[config.mk]
export PLATFORM = sky130hd
export DESIGN_NAME = turn_executor_flat
export DESIGN_NICKNAME = d
export VERILOG_FILES = /design/src/rtl/turn_executor_if.sv /design/src/rtl/turn_executor.sv /design/src/flat_wrapper.sv
export SDC_FILE = /design/constraint.sdc
export NUM_CORES = 1
export LEC_CHECK = 0
export ABC_AREA = 1
export CORE_ASPECT_RATIO = 0.5
export CORE_MARGIN = 3
export CORE_UTILIZATION = 53
export DETAILED_ROUTE_END_ITERATION = 6
export PLACE_DENSITY = 0.76
export SYNTH_ARGS = -nofsm -noshare
export SYNTH_HDL_FRONTEND = slang
export SYNTH_SLANG_ARGS = --single-unit
[constraint.sdc]
create_clock -name sys_clk -period 1.7 [get_ports sys_clk]
set_input_delay 0.34 -clock sys_clk [delete_from_list [all_inputs] [get_ports sys_clk]]
set_output_delay 0.34 -clock sys_clk [all_outputs]
set_load 0.1 [all_outputs]
[src/rtl/turn_executor_if.sv]
// ============================================================================
// turn_executor_if : command handshake between the driving FSM and executor
// Rev 1.0
// ============================================================================
`default_nettype none

interface turn_executor_if;
   logic       cmd_valid;
   logic [3:0] cmd;
   logic       around;
   logic       cmd_ready;
   logic       busy;
   logic       done;
   logic       aborted;
   logic       err;

   modport master (
      output cmd_valid, cmd, around,
      input  cmd_ready, busy, done, aborted, err
   );

   modport slave (
      input  cmd_valid, cmd, around,
      output cmd_ready, busy, done, aborted, err
   );
endinterface

`default_nettype wire

[src/rtl/turn_executor.sv]
// ============================================================================
// turn_executor : executes one timed wheel command, then pulses done/aborted
// Rev 1.0
// ============================================================================
`default_nettype none

module turn_executor #(
   parameter int TICK_CYCLES = 2000000,
   parameter int TURN_TICKS  = 200,
   parameter int UTURN_TICKS = 400,
   parameter int FWD_TICKS   = 50
) (
   input  wire logic       sys_clk,
   input  wire logic       rst,
   input  wire logic       power,
   turn_executor_if.slave  cmd_if,
   output logic [1:0]      wheel_l,
   output logic [1:0]      wheel_r
);

   localparam int PW = (TICK_CYCLES > 1) ? $clog2(TICK_CYCLES) : 1;

   localparam logic [PW-1:0] c_presc_last = PW'(TICK_CYCLES - 1);
   localparam logic [10:0]   c_turn_ticks  = 11'(TURN_TICKS);
   localparam logic [10:0]   c_uturn_ticks = 11'(UTURN_TICKS);
   localparam logic [10:0]   c_fwd_ticks   = 11'(FWD_TICKS);

   localparam logic [3:0] c_cmd_stop  = 4'b0000;
   localparam logic [3:0] c_cmd_fwd   = 4'b0001;
   localparam logic [3:0] c_cmd_left  = 4'b0100;
   localparam logic [3:0] c_cmd_right = 4'b1000;

   localparam logic [1:0] c_wh_stop = 2'b00;
   localparam logic [1:0] c_wh_fwd  = 2'b01;
   localparam logic [1:0] c_wh_rev  = 2'b10;

   typedef enum logic [1:0] {
      S_IDLE = 2'd0,
      S_TURN = 2'd1,
      S_FWD  = 2'd2,
      S_DONE = 2'd3
   } state_t;

   state_t        r_state;
   logic [PW-1:0] r_presc;
   logic [10:0]   r_ticks;
   logic [10:0]   r_dur;
   logic          r_busy;
   logic          r_done;
   logic          r_aborted;
   logic          r_err;
   logic [1:0]    r_wheel_l;
   logic [1:0]    r_wheel_r;

   logic          w_ready;
   logic          w_accept;
   logic          w_tick;
   logic [10:0]   w_ticks_nxt;

   assign w_ready     = (r_state == S_IDLE) && power && !rst;
   assign w_accept    = cmd_if.cmd_valid && w_ready;
   assign w_tick      = (r_presc == c_presc_last);
   assign w_ticks_nxt = r_ticks + 11'd1;

   always_ff @(posedge sys_clk) begin
      if (rst) begin
         r_state   <= S_IDLE;
         r_presc   <= '0;
         r_ticks   <= '0;
         r_dur     <= '0;
         r_busy    <= 1'b0;
         r_done    <= 1'b0;
         r_aborted <= 1'b0;
         r_err     <= 1'b0;
         r_wheel_l <= c_wh_stop;
         r_wheel_r <= c_wh_stop;
      end else begin
         r_done    <= 1'b0;
         r_aborted <= 1'b0;
         r_err     <= 1'b0;
         case (r_state)
            S_IDLE: begin
               if (w_accept) begin
                  r_presc <= '0;
                  r_ticks <= '0;
                  case (cmd_if.cmd)
                     c_cmd_left: begin
                        r_state   <= S_TURN;
                        r_dur     <= c_turn_ticks;
                        r_busy    <= 1'b1;
                        r_wheel_l <= c_wh_rev;
                        r_wheel_r <= c_wh_fwd;
                     end
                     c_cmd_right: begin
                        r_state   <= S_TURN;
                        r_dur     <= cmd_if.around ? c_uturn_ticks : c_turn_ticks;
                        r_busy    <= 1'b1;
                        r_wheel_l <= c_wh_fwd;
                        r_wheel_r <= c_wh_rev;
                     end
                     c_cmd_fwd: begin
                        r_state   <= S_FWD;
                        r_dur     <= c_fwd_ticks;
                        r_busy    <= 1'b1;
                        r_wheel_l <= c_wh_fwd;
                        r_wheel_r <= c_wh_fwd;
                     end
                     c_cmd_stop: ;
                     default: r_err <= 1'b1;
                  endcase
               end
            end
            S_TURN, S_FWD: begin
               // Power loss takes priority over a completion on the same edge.
               if (!power) begin
                  r_state   <= S_IDLE;
                  r_busy    <= 1'b0;
                  r_aborted <= 1'b1;
                  r_wheel_l <= c_wh_stop;
                  r_wheel_r <= c_wh_stop;
               end else if (w_tick) begin
                  r_presc <= '0;
                  r_ticks <= w_ticks_nxt;
                  if (w_ticks_nxt == r_dur) begin
                     r_state   <= S_DONE;
                     r_busy    <= 1'b0;
                     r_done    <= 1'b1;
                     r_wheel_l <= c_wh_stop;
                     r_wheel_r <= c_wh_stop;
                  end
               end else begin
                  r_presc <= r_presc + 1'b1;
               end
            end
            S_DONE:  r_state <= S_IDLE;
            default: r_state <= S_IDLE;
         endcase
      end
   end

   assign cmd_if.cmd_ready = w_ready;
   assign cmd_if.busy      = r_busy;
   assign cmd_if.done      = r_done;
   assign cmd_if.aborted   = r_aborted;
   assign cmd_if.err       = r_err;
   assign wheel_l          = r_wheel_l;
   assign wheel_r          = r_wheel_r;

endmodule

`default_nettype wire

[src/flat_wrapper.sv]
// flat-port wrapper written by rule: the top's interface ports become plain ports
module turn_executor_flat 
#(
   parameter int TICK_CYCLES = 2000000,
   parameter int TURN_TICKS  = 200,
   parameter int UTURN_TICKS = 400,
   parameter int FWD_TICKS   = 50
)
  (sys_clk, rst, power, wheel_l, wheel_r, cmd_if_cmd_valid, cmd_if_cmd, cmd_if_around, cmd_if_cmd_ready, cmd_if_busy, cmd_if_done, cmd_if_aborted, cmd_if_err);
  turn_executor_if cmd_if_i ();
  input  wire logic sys_clk;
  input  wire logic rst;
  input  wire logic power;
  output logic [1:0] wheel_l;
  output logic [1:0] wheel_r;
  input wire logic [$bits(cmd_if_i.cmd_valid)-1:0] cmd_if_cmd_valid;
  input wire logic [$bits(cmd_if_i.cmd)-1:0] cmd_if_cmd;
  input wire logic [$bits(cmd_if_i.around)-1:0] cmd_if_around;
  output wire logic [$bits(cmd_if_i.cmd_ready)-1:0] cmd_if_cmd_ready;
  output wire logic [$bits(cmd_if_i.busy)-1:0] cmd_if_busy;
  output wire logic [$bits(cmd_if_i.done)-1:0] cmd_if_done;
  output wire logic [$bits(cmd_if_i.aborted)-1:0] cmd_if_aborted;
  output wire logic [$bits(cmd_if_i.err)-1:0] cmd_if_err;
  assign cmd_if_i.cmd_valid = cmd_if_cmd_valid;
  assign cmd_if_i.cmd = cmd_if_cmd;
  assign cmd_if_i.around = cmd_if_around;
  assign cmd_if_cmd_ready = cmd_if_i.cmd_ready;
  assign cmd_if_busy = cmd_if_i.busy;
  assign cmd_if_done = cmd_if_i.done;
  assign cmd_if_aborted = cmd_if_i.aborted;
  assign cmd_if_err = cmd_if_i.err;
  turn_executor #(.TICK_CYCLES(TICK_CYCLES), .TURN_TICKS(TURN_TICKS), .UTURN_TICKS(UTURN_TICKS), .FWD_TICKS(FWD_TICKS)) u_core (.sys_clk(sys_clk), .rst(rst), .power(power), .cmd_if(cmd_if_i), .wheel_l(wheel_l), .wheel_r(wheel_r));
endmodule
==> reports/results.tsv, run 1 <==
metric	value	unit
synth-compound-area-share	10.37	%
start_util	58.01	%
area_growth	58.84	%
ys_seq_elements	47	
status	finished, violations left	
layout_common_cells	77 x buf_4, 76 x nand2_1, 49 x inv_1	
power_density	729.7	mW/mm²
multi_input_area	0.001912	mm²
drc	19	
setup_viol	42	
end_kind	register	
io_buffers	17	
p_leak	1.782	nW
synth_top_family_by_area	simple AND/OR/NAND/NOR gates	
peakVddDrop	0.5385	mV
place.gp.congestion	0.8648	
dr.pass1.iters	7	
yosysSeqAreaShare	34.98	%
clkSlewWorstSetupHoldPaths	100	ps
drt-total-wl	12290	µm
netlist_area	0.002690	mm²
cp_max_fo	6	
drt-vias-per-instance	6.439	
hold_viol	0	
synth_xor_area_share	2.279	%
path_class	register to register	
wl_per_cell	20.65	µm
insertedDiodeCount	0	
via_count	3831	
cts_buffer_depth	2	
first_global_vias	3299	
io_pins	18	
fin_crit_sh	124.8	%
track_usage	28.35	%
num-nets-final	541	
grt_max_degree	20	
rsz0062_at_grt	true	
clock_skew	15.18	ps
fill_cells	169	
syn-num-nets	437	
ant_nets	0	
grt_pass1_wl	14050	µm
cts_buffers	5	
die_h	56.38	µm
antenna_found_initial	0	
num_rows	17	
synth_area_leader_cell	dfxtp_1	
core-area	0.004637	mm²
die_area	0.006018	mm²
die-width	106.8	µm
layout_commonest_cell	buf_4	
synthSimpleGateAreaFrac	40.51	%
start_kind	register	
fmax	471.5	MHz
place_area	0.003526	mm²
fin_total_pwr	0.003118	W
cap_violations	0	
violations	DRC, setup timing	
yosys_warnings	0	
seq_area	962.2	µm²
setup_ws	-420.9	ps
synth_mux_area_share	0	%
stdcell_area	0.004273	mm²
tightest_slew	339.8	ps
grt-ovfl-total	0	
cts.htree.levels	2	
insertion_delay	320	ps
synthAdderAreaFrac	1.860	%
hpwl	5689	µm
cts-root-buf	clkbuf_8	
synthDistinctLibCells	34	
slew_headroom	77.27	%
synth_top_area_share	34.98	%
cts_tree	yes	
clock_sinks	47	
syn_inst	424	
holdWs	482.8	ps
slew_viol_final	0	
avgSynthCellArea	6.345	µm²
min_path_type	input port to register	
synthTopCellsByArea	dfxtp_1 35%, nand2_1 15%, nand3_1 9.7%	
critical_path_arrival	2380	ps
required	1950	ps
drt_iter0_drc	673	
layout-drive-gt1-share	42.53	%
min_period	2121	ps
## power breakdown
group          switching (W)  total [W]  leakage, nW  internal [W]
Sequential         0.0000477    0.00119        0.386       0.00114
Combinational       0.000659    0.00106         1.34      0.000399
Clock               0.000425   0.000868       0.0548      0.000444
Total                0.00113    0.00312         1.78       0.00199
## through the flow
step	utilization [%]	std cells	setup TNS, ps	worst slack [ps]
floorplan	-	424	-311.7	-81.70
global placement	76.04	566	-6719	-256.3
detailed placement	76.04	566	-10710	-398.7
CTS	83.08	581	-752.5	-116.0
global route	92.15	595	-8603	-484.7
finish	92.15	595	-5282	-420.9
## sequential cells by signal, indices dropped and copies added (netlist names), 2 cells and up
signal          count
u_core.r_ticks     11
u_core.r_dur        5
u_core.wheel_r      2
u_core.r_presc     21
u_core.wheel_l      2
u_core.r_state      2
## path summary, 6_finish.rpt
path / end / cells past startpoint / slack, ps / startpoint
max: u_core.wheel_r[0] / 14 / -420 / u_core.r_ticks[0]
min: u_core.cmd_if.err / 4 / 480 / cmd_if_cmd[3]
max reg2reg: u_core.wheel_r[0] / 14 / -420 / u_core.r_ticks[0]
min reg2reg: u_core.r_presc[18] / 2 / 490 / u_core.r_presc[18]
## repair_timing
| item | CTS | global route |
|---|---|---|
| hold buffers | 0 | 0 |
| setup endpoints to repair | 33 | 43 |
| resized for setup | 51 | 92 |
| hold endpoints to repair | 0 | 0 |
| pin swaps | 26 | 49 |
| setup buffers | 7 | 14 |
| gates cloned | 0 | 0 |
## per-layer routing
| layer | part of all wire, % | vias up | routed length, µm | GRT usage (%) |
|---|---|---|---|---|
| met5 | 0 | - | 0 | 0 |
| met4 | 8.5 | 0 | 1043 | 11.11 |
| met3 | 12 | 139 | 1468 | 6.200 |
| met2 | 44 | 392 | 5450 | 53.31 |
| met1 | 35 | 1724 | 4322 | 31.18 |
| li1 | - | 1576 | - | - |
## synth_stat cells
master and instances:
nor2_1 56, xor2_1 6, nand3b_1 1, a211oi_1 4, nand3_2 1, clkbuf_1 3
ha_1 4, o21bai_1 1, o21ai_2 1, nand2_2 4, inv_2 1, or2_2 1
nand3_1 52, buf_2 2, nand4_1 8, buf_4 1, o21ai_0 12, a21oi_2 1
nor3b_1 1, clkinv_1 1, nor3_1 10, dfxtp_1 47, and3_1 1, nor2_2 2
nand2_1 104, nor2_4 3, a21oi_1 30, buf_6 1, and3_2 1, nor4_1 2
inv_1 59, xnor2_1 1, o21a_1 1, a31oi_1 1
## kinds of logic (layout without fill, tap and decap cells)
family	after synthesis	count (layout)
AOI/OAI and AO/OA	51	51
DFF	47	47
and+or+nand+nor	247	247
xor gates and xnor gates	7	7
buffers and inverters	68	173
adders and majority gates	4	4
## area by class of cell
type                            instances  area share [%]
Timing Repair Buffer                  104           22.52
Sequential cell                        47           22.52
Inverter                               61           5.593
Clock inverter                          3           1.083
Multi-Input combinational cell        309           44.74
Tap cell                               66           1.933
Clock buffer                            5           1.611
## critical path: stages, from the launching register on
cell     delay (ps)
dfxtp_4         380
buf_6           100
inv_1            70
nor2_4          210
nand2_2          90
nand2_2          80
nand2_1          40
nand2_1         100
nor3b_2         220
nand3_1         180
nand2_2         180
nand2_4         100
nand2_2         100
nand2_1          90
nor2_1          130
No activity file was read; power rests on OpenSTA's default activity.
==> inputs of run 2 (changes only) <==
--- a/config.mk
+++ b/config.mk
@@ -10,6 +10,7 @@
 export CORE_MARGIN = 3
 export CORE_UTILIZATION = 53
 export DETAILED_ROUTE_END_ITERATION = 6
+export MAX_ROUTING_LAYER = met4
 export PLACE_DENSITY = 0.76
 export SYNTH_ARGS = -nofsm -noshare
 export SYNTH_HDL_FRONTEND = slang
==> constraint.sdc (replaced) <==
create_clock -name sys_clk -period 1.92 [get_ports sys_clk]
set_input_delay 0.384 -clock sys_clk [delete_from_list [all_inputs] [get_ports sys_clk]]
set_output_delay 0.384 -clock sys_clk [all_outputs]
set_load 0.1 [all_outputs]
==> reports/results.tsv, run 2 (same netlist as run 1, synthesis figures left out) <==
metric	value	unit
insertion_delay	310	ps
critical_path_arrival	1450	ps
clock_sinks	47	
fmax	545.0	MHz
status	finished clean	
clock_skew	5.316	ps
setup_viol	0	
hpwl	5012	µm
cap_violations	0	
start_util	58.01	%
first_global_vias	2684	
layout_common_cells	94 x nand2_1, 56 x inv_1, 48 x nor2_1, 48 x nand3_1, 46 x buf_4	
io_buffers	17	
drt-total-wl	6886	µm
cts.htree.levels	2	
cts_tree	yes	
track_usage	23.47	%
fin_crit_sh	95.57	%
slowest_delay	450	ps
hp-start	u_core.r_state[0]	
required	1540	ps
power_density	699.9	mW/mm²
r2r-start	u_core.r_ticks[6]	
slew_viol_final	0	
dr.pass1.iters	5	
rsz0062_at_grt	true	
stdcell_count	547	
layout_top_registers	u_core.r_presc: 21 flops, u_core.r_ticks: 11 flops, u_core.r_dur: 5 flops	
die-width	106.8	µm
grt-ovfl-total	0	
top_register	u_core.r_presc	
dp.cells	532	
peakVddDrop	0.3801	mV
die_h	56.38	µm
slowest_stage	clkdlybuf4s50_1	
cp_max_fo	19	
layout_commonest_cell	nand2_1	
cts_buffers	5	
tightest_slew	298.6	ps
core-area	0.004637	mm²
min_path_type	register to register	
path_class	input port to output pin	
place.gp.congestion	0.9100	
via_count	2911	
path_cells	clkdlybuf4s50_1 > buf_6 > nor3_4 > buf_12	
drc	0	
ant_nets	0	
drt-vias-per-instance	5.322	
layout-drive-gt1-share	24.12	%
end_kind	output pin	
start_kind	input port	
path_buf_inv	3	
num_rows	17	
p_leak	1.459	nW
crit_path_start	rst	
largest_register_ffs	21	
io_pins	18	
fin_util	75.28	%
holdBufCountCts	0	
die_area	0.006018	mm²
insertedDiodeCount	0	
num-nets-final	493	
min_period	1835	ps
grt_pass1_wl	11400	µm
fill_cells	380	
drt_iter0_drc	151	
cts_buffer_depth	2	
antenna_found_initial	0	
hold_viol	0	
area_growth	29.77	%
grt_max_degree	20	
slew_headroom	80.02	%
path_delay_family	buffers and inverters	
clkSlewWorstSetupHoldPaths	90	ps
cts-root-buf	clkbuf_8	
wl_per_cell	12.59	µm
run 2: worst paths after layout:
check	endpoint	slack (ps)	cells past startpoint
hold / removal	u_core.r_state[0]	480	2
setup / recovery	cmd_if_cmd_ready	90	4
setup reg to reg	u_core.wheel_r[1]	100	11
hold reg to reg	u_core.r_state[0]	480	2
run 2: timing repair:
item / CTS / global route
gates resized for setup: 4 / 56
pin swaps: 0 / 19
setup buffers: 0 / 7
gates cloned: 0 / 0
setup endpoints to repair: 8 / 29
run 2: area by class of cell:
cell class	instances	area (µm²)	area share, %
timing repair buffer	56	456.7	13.08
clock buffer	5	68.82	1.971
tap	66	82.58	2.366
clock inverter	3	47.55	1.362
sequential	47	959.7	27.49
multi-input combinational	309	1647	47.17
inverter	61	229.0	6.559
run 2: worst reg2reg max path, stage by stage, from the launching register on:
cell     delay [ps]
dfxtp_1         450
nand2_1         100
nor2_2          210
nand2_2         110
o21ai_2         190
nand2_1          90
nor2_1          100
nand3_1         110
nand2_2         130
nand2_4          80
nor2_1          100
nor2_1           50
run 2: routing by layer:
layer	vias up	track usage (%)	wire length (µm)
met5	-	-	0
met4	0	5.829	127
met3	15	4.478	297
met2	72	41.77	3455
met1	1348	27.50	3005
li1	1476	-	-
run 2: power by group:
part	total (W)	switching [W]	internal (W)
Combinational	0.000652	0.000426	0.000226
Clock	0.000753	0.000358	0.000395
Sequential	0.00104	0.0000257	0.00101
run 2: metrics by stage:
| step | hold slack (ps) | setup slack, ps | power [W] | cell area, µm² | setup TNS, ps |
|---|---|---|---|---|---|
| final | 483.7 | 85.00 | 0.002443 | 3491 | 0 |
| after global routing | 514.6 | -63.55 | 0.002567 | 3491 | -238.3 |
| after CTS | 490.5 | 10.83 | 0.002422 | 3276 | 0 |
| after detailed placement | 476.0 | -215.7 | 0.001662 | 3144 | -3255 |
| after global placement | 466.4 | -122.6 | 0.001650 | 3144 | -1734 |
| after floorplan | 449.9 | 42.95 | 0.001462 | 2701 | 0 |
